File: config.mk
export PLATFORM = sky130hd
export DESIGN_NAME = ca_run_ctrl_flat
export DESIGN_NICKNAME = d
export VERILOG_FILES = /design/src/rtl/ca_pkg.sv /design/src/rtl/ca_run_ctrl_if.sv /design/src/rtl/ca_row_fifo.sv /design/src/rtl/ca_run_ctrl.sv /design/src/flat_wrapper.sv
export SDC_FILE = /design/constraint.sdc
export NUM_CORES = 1
export LEC_CHECK = 0
export ABC_AREA = 0
export CORE_UTILIZATION = 54
export DETAILED_ROUTE_END_ITERATION = 7
export GPL_TIMING_DRIVEN = 1
export PLACE_DENSITY_LB_ADDON = 0.12
export SYNTH_ARGS = -nofsm -noshare
export SYNTH_HDL_FRONTEND = slang
export SYNTH_SLANG_ARGS = --single-unit
File: constraint.sdc
create_clock -name clk -period 3.1 [get_ports clk]
set_input_delay 0.775 -clock clk [delete_from_list [all_inputs] [get_ports clk]]
set_output_delay 0.775 -clock clk [all_outputs]
set_load 0.005 [all_outputs]
File: src/rtl/ca_pkg.sv
// ca_pkg: shared constants and types for the CA run controller slice.
//   CA_WIDTH     cells per row (must match the array)
//   CA_GEN_W     generation counter width
//   ctrl_state_e sequencer states
//   row_t        one sampled row as stored in the row FIFO
package ca_pkg;
  localparam int CA_WIDTH = 32;
  localparam int CA_GEN_W = 16;

  typedef enum logic [1:0] {IDLE, LOAD, RUN} ctrl_state_e;

  typedef struct packed {
    logic [CA_WIDTH-1:0] data;
    logic [CA_GEN_W-1:0] gen;
    logic                last;
  } row_t;
endpackage

File: src/rtl/ca_run_ctrl_if.sv
// ca_run_ctrl_if: run-command and sampled-row streams of ca_run_ctrl.
//   cfg_*  command channel (valid/ready), driven by the host
//   row_*  sampled-row channel (valid/ready), driven by the controller
//   slave  modport: controller side; master modport: host/consumer side
interface ca_run_ctrl_if #(
  parameter int WIDTH = 32,
  parameter int GEN_W = 16
);
  logic             cfg_valid;
  logic             cfg_ready;
  logic [7:0]       cfg_rule;
  logic [WIDTH-1:0] cfg_seed;
  logic             cfg_left;
  logic             cfg_right;
  logic [GEN_W-1:0] cfg_gens;
  logic [7:0]       cfg_stride;
  logic             row_valid;
  logic             row_ready;
  logic [WIDTH-1:0] row_data;
  logic [GEN_W-1:0] row_gen;
  logic             row_last;

  modport slave (
    input  cfg_valid, cfg_rule, cfg_seed, cfg_left, cfg_right, cfg_gens, cfg_stride,
    output cfg_ready,
    output row_valid, row_data, row_gen, row_last,
    input  row_ready
  );

  modport master (
    output cfg_valid, cfg_rule, cfg_seed, cfg_left, cfg_right, cfg_gens, cfg_stride,
    input  cfg_ready,
    input  row_valid, row_data, row_gen, row_last,
    output row_ready
  );
endinterface

File: src/rtl/ca_row_fifo.sv
// ca_row_fifo: synchronous show-ahead FIFO of row_t.
//   push/wr_data  write request; accepted when not full or when popping
//   pop           read request; ignored when empty
//   rd_data       head entry, valid whenever empty=0
//   full/empty/count  occupancy, count-based
module ca_row_fifo
  import ca_pkg::*;
#(
  parameter int DEPTH = 4
) (
  input  logic                     clk,
  input  logic                     rst_n,
  input  logic                     push,
  input  row_t                     wr_data,
  input  logic                     pop,
  output row_t                     rd_data,
  output logic                     full,
  output logic                     empty,
  output logic [$clog2(DEPTH):0]   count
);
  localparam int AW = $clog2(DEPTH);

  row_t              mem_q [DEPTH];
  logic [AW-1:0]     wptr_q, wptr_d, rptr_q, rptr_d;
  logic [AW:0]       count_q, count_d;
  logic              pop_ok, push_ok;

  assign empty   = (count_q == '0);
  assign full    = (count_q == (AW+1)'(DEPTH));
  assign count   = count_q;
  assign rd_data = mem_q[rptr_q];

  // Full with a same-cycle pop still has room: the head slot frees at this edge.
  assign pop_ok  = pop && !empty;
  assign push_ok = push && (!full || pop_ok);

  always_comb begin
    wptr_d  = wptr_q;
    rptr_d  = rptr_q;
    count_d = count_q;
    if (push_ok) wptr_d = wptr_q + 1'b1;
    if (pop_ok)  rptr_d = rptr_q + 1'b1;
    if (push_ok && !pop_ok) count_d = count_q + 1'b1;
    else if (pop_ok && !push_ok) count_d = count_q - 1'b1;
  end

  always_ff @(posedge clk or negedge rst_n) begin
    if (!rst_n) begin
      wptr_q  <= '0;
      rptr_q  <= '0;
      count_q <= '0;
      for (int i = 0; i < DEPTH; i++) mem_q[i] <= '0;
    end else begin
      wptr_q  <= wptr_d;
      rptr_q  <= rptr_d;
      count_q <= count_d;
      if (push_ok) mem_q[wptr_q] <= wr_data;
    end
  end
endmodule

File: src/rtl/ca_run_ctrl.sv
// ca_run_ctrl: sequencer and row capture around the CA array.
//   io          command in (cfg_*), sampled rows out (row_*)
//   rule/left/right/state/set_state  registered controls to the array
//   ca_out      current array row
//   busy        FSM not idle; done one-cycle pulse at end of run
//   drop_count  captures lost to a full FIFO, saturating, cleared per command
module ca_run_ctrl
  import ca_pkg::*;
#(
  parameter int WIDTH = CA_WIDTH,
  parameter int DEPTH = 4,
  parameter int GEN_W = CA_GEN_W
) (
  input  logic             clk,
  input  logic             rst_n,
  ca_run_ctrl_if.slave     io,
  output logic [7:0]       rule,
  output logic             left,
  output logic             right,
  output logic [WIDTH-1:0] state,
  output logic             set_state,
  input  logic [WIDTH-1:0] ca_out,
  output logic             busy,
  output logic             done,
  output logic [7:0]       drop_count
);
  ctrl_state_e      fsm_q, fsm_d;
  logic [7:0]       rule_q, rule_d, stride_m1_q, stride_m1_d, stride_cnt_q, stride_cnt_d;
  logic [7:0]       drop_q, drop_d;
  logic             left_q, left_d, right_q, right_d, set_state_q, set_state_d, done_q, done_d;
  logic [WIDTH-1:0] seed_q, seed_d;
  logic [GEN_W-1:0] gens_q, gens_d, gen_cnt_q, gen_cnt_d;

  logic             push, is_last, row_pop, fifo_accept, fifo_full, fifo_empty;
  logic [$clog2(DEPTH):0] fifo_count;
  row_t             row_in, row_head;

  assign is_last     = (gen_cnt_q == gens_q);
  assign row_in      = '{data: ca_out, gen: gen_cnt_q, last: is_last};
  assign row_pop     = io.row_ready && !fifo_empty;
  assign fifo_accept = !fifo_full || row_pop;

  always_comb begin
    fsm_d        = fsm_q;
    rule_d       = rule_q;
    left_d       = left_q;
    right_d      = right_q;
    seed_d       = seed_q;
    gens_d       = gens_q;
    stride_m1_d  = stride_m1_q;
    stride_cnt_d = stride_cnt_q;
    gen_cnt_d    = gen_cnt_q;
    drop_d       = drop_q;
    set_state_d  = 1'b0;
    done_d       = 1'b0;
    push         = 1'b0;
    unique case (fsm_q)
      IDLE: if (io.cfg_valid) begin
        rule_d      = io.cfg_rule;
        left_d      = io.cfg_left;
        right_d     = io.cfg_right;
        seed_d      = io.cfg_seed;
        gens_d      = io.cfg_gens;
        // stride 0 and 1 both sample every generation
        stride_m1_d = (io.cfg_stride == 8'd0) ? 8'd0 : io.cfg_stride - 8'd1;
        drop_d      = 8'd0;
        set_state_d = 1'b1;  // high for the whole LOAD cycle
        fsm_d       = LOAD;
      end
      LOAD: begin
        gen_cnt_d    = '0;
        stride_cnt_d = 8'd0;
        fsm_d        = RUN;
      end
      RUN: begin
        push = (stride_cnt_q == 8'd0) || is_last;
        if (push && !fifo_accept && drop_q != 8'hFF) drop_d = drop_q + 8'd1;
        if (is_last) begin
          done_d = 1'b1;
          fsm_d  = IDLE;
        end else begin
          gen_cnt_d    = gen_cnt_q + 1'b1;
          stride_cnt_d = (stride_cnt_q == stride_m1_q) ? 8'd0 : stride_cnt_q + 8'd1;
        end
      end
      default: fsm_d = IDLE;
    endcase
  end

  always_ff @(posedge clk or negedge rst_n) begin
    if (!rst_n) begin
      fsm_q        <= IDLE;
      rule_q       <= '0;
      left_q       <= 1'b0;
      right_q      <= 1'b0;
      seed_q       <= '0;
      gens_q       <= '0;
      stride_m1_q  <= '0;
      stride_cnt_q <= '0;
      gen_cnt_q    <= '0;
      drop_q       <= '0;
      set_state_q  <= 1'b0;
      done_q       <= 1'b0;
    end else begin
      fsm_q        <= fsm_d;
      rule_q       <= rule_d;
      left_q       <= left_d;
      right_q      <= right_d;
      seed_q       <= seed_d;
      gens_q       <= gens_d;
      stride_m1_q  <= stride_m1_d;
      stride_cnt_q <= stride_cnt_d;
      gen_cnt_q    <= gen_cnt_d;
      drop_q       <= drop_d;
      set_state_q  <= set_state_d;
      done_q       <= done_d;
    end
  end

  ca_row_fifo #(.DEPTH(DEPTH)) u_fifo (
    .clk     (clk),
    .rst_n   (rst_n),
    .push    (push),
    .wr_data (row_in),
    .pop     (row_pop),
    .rd_data (row_head),
    .full    (fifo_full),
    .empty   (fifo_empty),
    .count   (fifo_count)
  );

  assign io.cfg_ready = (fsm_q == IDLE);
  assign io.row_valid = (fifo_count != '0);
  assign io.row_data  = row_head.data;
  assign io.row_gen   = row_head.gen;
  assign io.row_last  = row_head.last;
  assign rule         = rule_q;
  assign left         = left_q;
  assign right        = right_q;
  assign state        = seed_q;
  assign set_state    = set_state_q;
  assign busy         = (fsm_q != IDLE);
  assign done         = done_q;
  assign drop_count   = drop_q;
endmodule
File: src/flat_wrapper.sv
// flat-port wrapper written by rule: the top's interface ports become plain ports
module ca_run_ctrl_flat import ca_pkg::*;
#(
  parameter int WIDTH = CA_WIDTH,
  parameter int DEPTH = 4,
  parameter int GEN_W = CA_GEN_W
)
  (clk, rst_n, rule, left, right, state, set_state, ca_out, busy, done, drop_count, io_cfg_valid, io_cfg_rule, io_cfg_seed, io_cfg_left, io_cfg_right, io_cfg_gens, io_cfg_stride, io_cfg_ready, io_row_valid, io_row_data, io_row_gen, io_row_last, io_row_ready);
  ca_run_ctrl_if #(.WIDTH(WIDTH), .GEN_W(GEN_W)) io_i ();
  input  logic clk;
  input  logic rst_n;
  output logic [7:0] rule;
  output logic left;
  output logic right;
  output logic [WIDTH-1:0] state;
  output logic set_state;
  input  logic [WIDTH-1:0] ca_out;
  output logic busy;
  output logic done;
  output logic [7:0] drop_count;
  input wire logic [$bits(io_i.cfg_valid)-1:0] io_cfg_valid;
  input wire logic [$bits(io_i.cfg_rule)-1:0] io_cfg_rule;
  input wire logic [$bits(io_i.cfg_seed)-1:0] io_cfg_seed;
  input wire logic [$bits(io_i.cfg_left)-1:0] io_cfg_left;
  input wire logic [$bits(io_i.cfg_right)-1:0] io_cfg_right;
  input wire logic [$bits(io_i.cfg_gens)-1:0] io_cfg_gens;
  input wire logic [$bits(io_i.cfg_stride)-1:0] io_cfg_stride;
  output wire logic [$bits(io_i.cfg_ready)-1:0] io_cfg_ready;
  output wire logic [$bits(io_i.row_valid)-1:0] io_row_valid;
  output wire logic [$bits(io_i.row_data)-1:0] io_row_data;
  output wire logic [$bits(io_i.row_gen)-1:0] io_row_gen;
  output wire logic [$bits(io_i.row_last)-1:0] io_row_last;
  input wire logic [$bits(io_i.row_ready)-1:0] io_row_ready;
  assign io_i.cfg_valid = io_cfg_valid;
  assign io_i.cfg_rule = io_cfg_rule;
  assign io_i.cfg_seed = io_cfg_seed;
  assign io_i.cfg_left = io_cfg_left;
  assign io_i.cfg_right = io_cfg_right;
  assign io_i.cfg_gens = io_cfg_gens;
  assign io_i.cfg_stride = io_cfg_stride;
  assign io_cfg_ready = io_i.cfg_ready;
  assign io_row_valid = io_i.row_valid;
  assign io_row_data = io_i.row_data;
  assign io_row_gen = io_i.row_gen;
  assign io_row_last = io_i.row_last;
  assign io_i.row_ready = io_row_ready;
  ca_run_ctrl #(.WIDTH(WIDTH), .DEPTH(DEPTH), .GEN_W(GEN_W)) u_core (.clk(clk), .rst_n(rst_n), .io(io_i), .rule(rule), .left(left), .right(right), .state(state), .set_state(set_state), .ca_out(ca_out), .busy(busy), .done(done), .drop_count(drop_count));
endmodule
After elaboration in Yosys (flattened, before gate mapping)
Cells that the tools add are included.
- add/subtract/negate cells: 8
- magnitude comparators: 3
- eq/ne operators: 10
- multiplexer cells: 25
- bitwise operators: 2
- reduce and logical (&&, ||, !) cells: 29
- operator list (kind ; number):
    $bwmux 196 ; 1
    $mux 49 ; 3
    $bmux 49 s2 ; 1
    $demux 49 s2 ; 1
    $mux 8 ; 5
    $pmux 16 s2 ; 1
    $pmux 8 s2 ; 2
    $add 16x1->16 const B ; 1
    $add 8x1->8 const B ; 2
    $eq 16x16->1 ; 1
    $logic_not 8->1 ; 2
    $mux 16 ; 1
    $eq 8x8->1 ; 1
    $logic_and 1x1->1 ; 8
    $ne 8x8->1 const B ; 1
    $reduce_bool 2->1 ; 4
    $sub 8x1->8 const B ; 1
    $ge 3x3->1 const B ; 2
    $mux 3 ; 2
    $not 2->3 ; 2
    $pmux 2 s3 ; 1
    $reduce_and 2->1 ; 3
    $logic_not 1->1 ; 5
    $mux 1 ; 5
    other kinds (15) ; 21
- flip-flop bits (word level): 305
- output and inout port bits: 104

Logic depth before layout (Yosys ltp)
- depth after elaboration: 10
- mapped depth: 12

Cells and area by module
Synthesis repeated with hierarchy kept, for this count alone.
- cell total of the unflattened synthesis: 1039
- area, all modules: 13636.8 sq um
- modules (own cells, without submodules) (module ; instances ; cells each ; area an instance (sq um) ; sequential area each (sq um)):
    ca_row_fifo ; 1 ; 512 ; 8851.0 ; 5079.9
    ca_run_ctrl ; 1 ; 527 ; 4785.8 ; 2552.4

Worst setup path after synthesis
Ideal clock, no wire load.
- path type: input to register
- start: input port io_row_ready
- end: register u_core.u_fifo.count_q[1], in the netlist u_core.u_fifo.count[1]
- setup time: 125 ps
- arrival: 2702 ps
- data required time: 2975 ps
- path slack: 273 ps
- cell stages on the path: 7
- path buffers: 1
- cell sequence: or4b_2 -> clkbuf_1 -> and2_0 -> ha_1 -> inv_1 -> fa_1 -> mux2_2
- elaborated cells on any way between the ends: 10
- classes of those cells: mux (1); reduce/logical (9)
- RTL lines (item ; line ; RTL):
    start, declared ; flat_wrapper.sv:33 ; input wire logic [$bits(io_i.row_ready)-1:0] io_row_ready;
    $logic_and 1x1->1 ; ca_run_ctrl.sv:40 ; assign row_pop = io.row_ready && !fifo_empty;
    $logic_and 1x1->1 ; ca_row_fifo.sv:34 ; assign pop_ok = pop && !empty;
    $logic_or 1x1->1 ; ca_row_fifo.sv:35 ; assign push_ok = push && (!full || pop_ok);
    $logic_and 1x1->1 ; ca_row_fifo.sv:35 ;
    named net u_core.u_fifo.push_ok ; ca_row_fifo.sv:26 ; logic pop_ok, push_ok;
    $logic_and 1x1->1 ; ca_row_fifo.sv:43 ; if (push_ok && !pop_ok) count_d = count_q + 1'b1;
    $mux 3 ; ca_row_fifo.sv:43 ;
    named net u_core.u_fifo.count_d[1] ; ca_row_fifo.sv:25 ; logic [AW:0] count_q, count_d;
    end signal, assigned ; ca_row_fifo.sv:56 ; count_q <= count_d;
    end, declared ; ca_row_fifo.sv:25 ;
The timed path passes the listed nets, and every way through them passes these cells.
A chain may end at the register's enable or synchronous reset.

Final worst setup path
- start: register u_core.u_fifo.rptr_q[0]
- end: output port io_row_gen[6]
- word-level cells in the longest chain between the ends: 4
- ends and longest elaborated chain (item ; line ; RTL):
    start, declared ; ca_row_fifo.sv:24 ; logic [AW-1:0] wptr_q, wptr_d, rptr_q, rptr_d;
    start signal, assigned ; ca_row_fifo.sv:55 ; rptr_q <= rptr_d;
    $not 2->3 (not written as such) ; ca_row_fifo.sv:31 ; assign rd_data = mem_q[rptr_q];
    $bmux 49 s2 ; ca_row_fifo.sv:31 ;
    $mux 49 (not written as such) (2 in series) ; ca_row_fifo.sv:31 ;
    end, declared ; flat_wrapper.sv:31 ; output wire logic [$bits(io_i.row_gen)-1:0] io_row_gen;
No other way between the ends. The select of a mux whose other input is x is not followed.

==> reports/qor.csv <==
stage;metric;value;unit
sta;max_slew headroom;0.543;
place;HPWL after DPL;18400;um
hold_path;Hold WC Path Type;in2async;
detailed_routing;Via-to-Cell Ratio;5.41;
sta;Pins Over Slew Limit;0;
cells_and_area;Area Growth Syn to Fin;27.6;%
global_routing;gr usage total;0.225;
synth;Netlist cell types;50;
synth;post-synthesis sequential area ratio;0.556;
critical_path;crit-path cells;buf_12, mux4_2, clkdlybuf4s50_1;
synth;Post-synth EDFFs;0;
critical_path;Worst path slowest cell;mux4_2;
clock_network;CTS buffer count;34;
synth;FFs w/ async S/R, synth;1.00;
synth;post-synthesis net count;1149;
detailed_routing;routed length per instance;17.5;um
detailed_routing;drt pass-1 iters;4;
critical_path;Setup CP Type;reg2out;
power;switching power;4.72;mW
sta;unrepaired setup endpoints after global routing;no;
critical_path;Worst EP arrival;2.24;ns
clock_network;# hold bufs at CTS;0;
sta;skew final;0.0134;ns
synth;Seq cells post-synth;305;
die;I/O pin count;206;
synth;area fraction of the dominant cell type after synthesis;0.556;
detailed_routing;DRT antenna net count;0;
run_status;status;finished clean;
die;Initial Utilization;0.558;
global_routing;vias in the first global route;9220;
die;row cnt;57;
place;GPL Wtd Cong;0.779;
detailed_routing;Residual DRC;0;
power;part of the power in the clock network;0.248;
synth;Synth warnings;0;
synth;Avg Inst Size Synth;13.3;um2
power;Comb pwr share;0.372;
global_routing;antenna violations before repair;0;
power;Max IR drop VDD;0.000499;V
detailed_routing;Iter 0 DRT Violations;555;
global_routing;first-pass GRT wire length;47000;um
die;die width;161;um
clock_network;CTS tree;built;
sta;shortest period the worst path allows;3.02;ns
power;Pwr Total;16.5;mW
sta;Fin Setup TNS;0;ns
global_routing;largest net degree at the start of global routing;81;
die;Die H;161;um
critical_path;slowest stage delay, CP;0.55;ns
critical_path;R2R cell count;11;
critical_path;Critical Path Fanout Max;16;
run;Max Cap Viol;0;
place;dpl ws;-0.000666;ns
synth;Synth Instances;1036;
sta;Final period util;0.973;
sta;worst-margin pin slew;0.686;ns
clock_network;Clk Latency, worst-skew pair;0.50;ns
sta;FMAX;0.331;GHz
synth;Syn Std Cell Area;0.0137;mm2
power;pwr dens;942;mW/mm2
sta;Final WS setup;0.0828;ns
critical_path;cell family with most CP delay;buffers and inverters;
place;PortBufs;205;
clock_network;clock root cell;clkbuf_16;
cells_and_area;Final nets;1365;
critical_path;kind of end point of the critical path;primary output;
cells_and_area;share of cells above drive strength 1;0.284;
clock_network;Clock Pin Slew Worst Setup and Hold Paths;0.06;ns
power;part of the power in registers;0.381;
detailed_routing;Routed WL;28100;um
critical_path;crit path launch type;flip-flop;
power;cell leakage power;8.24;nW
sta;final hold viol count;0;
global_routing;GRT overflow;0;
die;total core area;0.0246;mm2
critical_path;Worst path depth;3;
clock_network;Max clock buf depth;3;
synth;Synth Flop Type;dfrtp_1;
synth;ranking of synthesized cells by area;dfrtp_1 56%, mux2_2 13%, mux4_2 8.0%, nand2_1 5.6%, mux2_4 4.4%;
sta;final setup fails;0;
clock_network;clk sinks;305;
die;Die ar.;0.0261;mm2
detailed_routing;Vias;8663;
synth;Synth area leader;dfrtp_1;
critical_path;Required @ worst endpoint;2.32;ns
cells_and_area;Ant. Diodes;0;
clock_network;CTS H-Tree Depth;2;
power;Int Pwr;11.8;mW
power;Sw Share;0.286;
critical_path;Worst Path Buf+Inv;2;
-- placed cells by master, fill, tap and decap left out, drive strengths merged, types with 2 or more instances in the layout --
master	instances
o21ai	22
nor4	5
o31ai	10
dfrtp	305
bufinv	2
clkbuf	53
nor2	15
xor2	20
buf	44
xnor2	17
or3	3
o22ai	2
nand4	5
clkinv	4
nand2b	6
nor3b	2
nand3	20
o41ai	2
ha	10
or2	2
clkdlybuf4s50	204
mux2	199
nor2b	4
or4b	2
and2	2
inv	15
mux2i	4
nor3	10
a21o	6
and3	7
a211o	3
or4	2
a22o	3
o211ai	4
a21oi	2
nand2	204
mux4	49
-- worst paths after layout --
path	start	to	slack, ns
worst max register to register	u_core.gen_cnt_q[12]	u_core.u_fifo.count[2]	0.32
worst min-delay path	rst_n	u_core.u_fifo.mem_q[43]	0.27
worst min register to register	u_core.state[14]	u_core.state[14]	0.47
min in group clk	u_core.state[14]	u_core.state[14]	0.47
max in group asynchronous	rst_n	u_core.u_fifo.mem_q[146]	2.00
worst max-delay path	u_core.u_fifo.rptr_q[0]	io_row_gen[6]	0.08
-- layout make-up --
type / count / area [um2]
Clock inverter: 7 / 87.6
Sequential cell: 305 / 7640
Inverter: 15 / 56.3
Multi-Input combinational cell: 648 / 5700
Clock buffer: 53 / 1080
Fill cell: 1757 / 7080
Timing Repair Buffer: 248 / 2560
Tap cell: 324 / 405
-- Yosys cell counts (all sizes together), types with 3 or more instances --
library cell	n
a211o	3
a21o	6
a22o	3
and3	7
buf	38
clkbuf	30
dfrtp	305
ha	10
inv	15
mux2	199
mux2i	4
mux4	49
nand2	204
nand2b	6
nand3	20
nand4	5
nor2	15
nor2b	4
nor3	10
nor4	5
o211ai	4
o21ai	22
o31ai	10
or3	3
xnor2	17
xor2	20
-- stage by stage --
step           instances  hold slack, ns   util  instance area [um2]
2_1_floorplan       1036           0.447      -                13700
3_3_place_gp        1538           0.456  0.664                16300
3_5_place_dp        1538           0.461  0.664                16300
4_1_cts             1600           0.286  0.712                17500
5_1_grt             1600           0.316  0.712                17500
6_report            1600           0.266  0.712                17500
-- registers in the layout (all words and copies together), names as in the netlist --
name and count:
u_core.rule 8, u_core.gens_q 16, u_core.drop_count 8, u_core.fsm_q 2
u_core.u_fifo.mem_q 196, u_core.done 1, u_core.right 1, u_core.u_fifo.wptr_q 2
u_core.stride_m1_q 8, u_core.gen_cnt_q 16, u_core.stride_cnt_q 8, u_core.set_state 1
u_core.u_fifo.rptr_q 2, u_core.u_fifo.count 3, u_core.state 32, u_core.left 1
-- power groups by stage --
stage | clock network [mW] | registers, mW | logic [mW]
final | 4.09 | 6.29 | 6.14
after detailed placement | 0 | 6.36 | 6.13
after CTS | 4.18 | 6.29 | 6.25
after global placement | 0 | 6.31 | 6.00
after global routing | 4.33 | 6.47 | 6.69
after floorplan | 0 | 6.06 | 3.73
-- layer usage --
metal	global-route usage	wire (um)
met1	0.299	12300
met2	0.381	13800
met3	0.0413	1470
met4	0.0579	520
met5	0	0
-- timing repair --
item	CTS	global route
buffers inserted	2	0
hold endpoints to repair	0	0
resized for setup	1	0
endpoints found under the setup margin	39	0
-- logic make-up after synthesis --
kind of cell,count (synthesis),synth area share
flip-flops,305,0.556
XOR/XNOR,37,0.0236
AO/OA/AOI/OAI,57,0.0284
multiplexers,252,0.257
adder cells (fa/ha/maj),11,0.0106
AND/OR/NAND/NOR,291,0.0949
buffers and inverters,83,0.0293
Note: power is estimated with default switching activity, not from simulation.
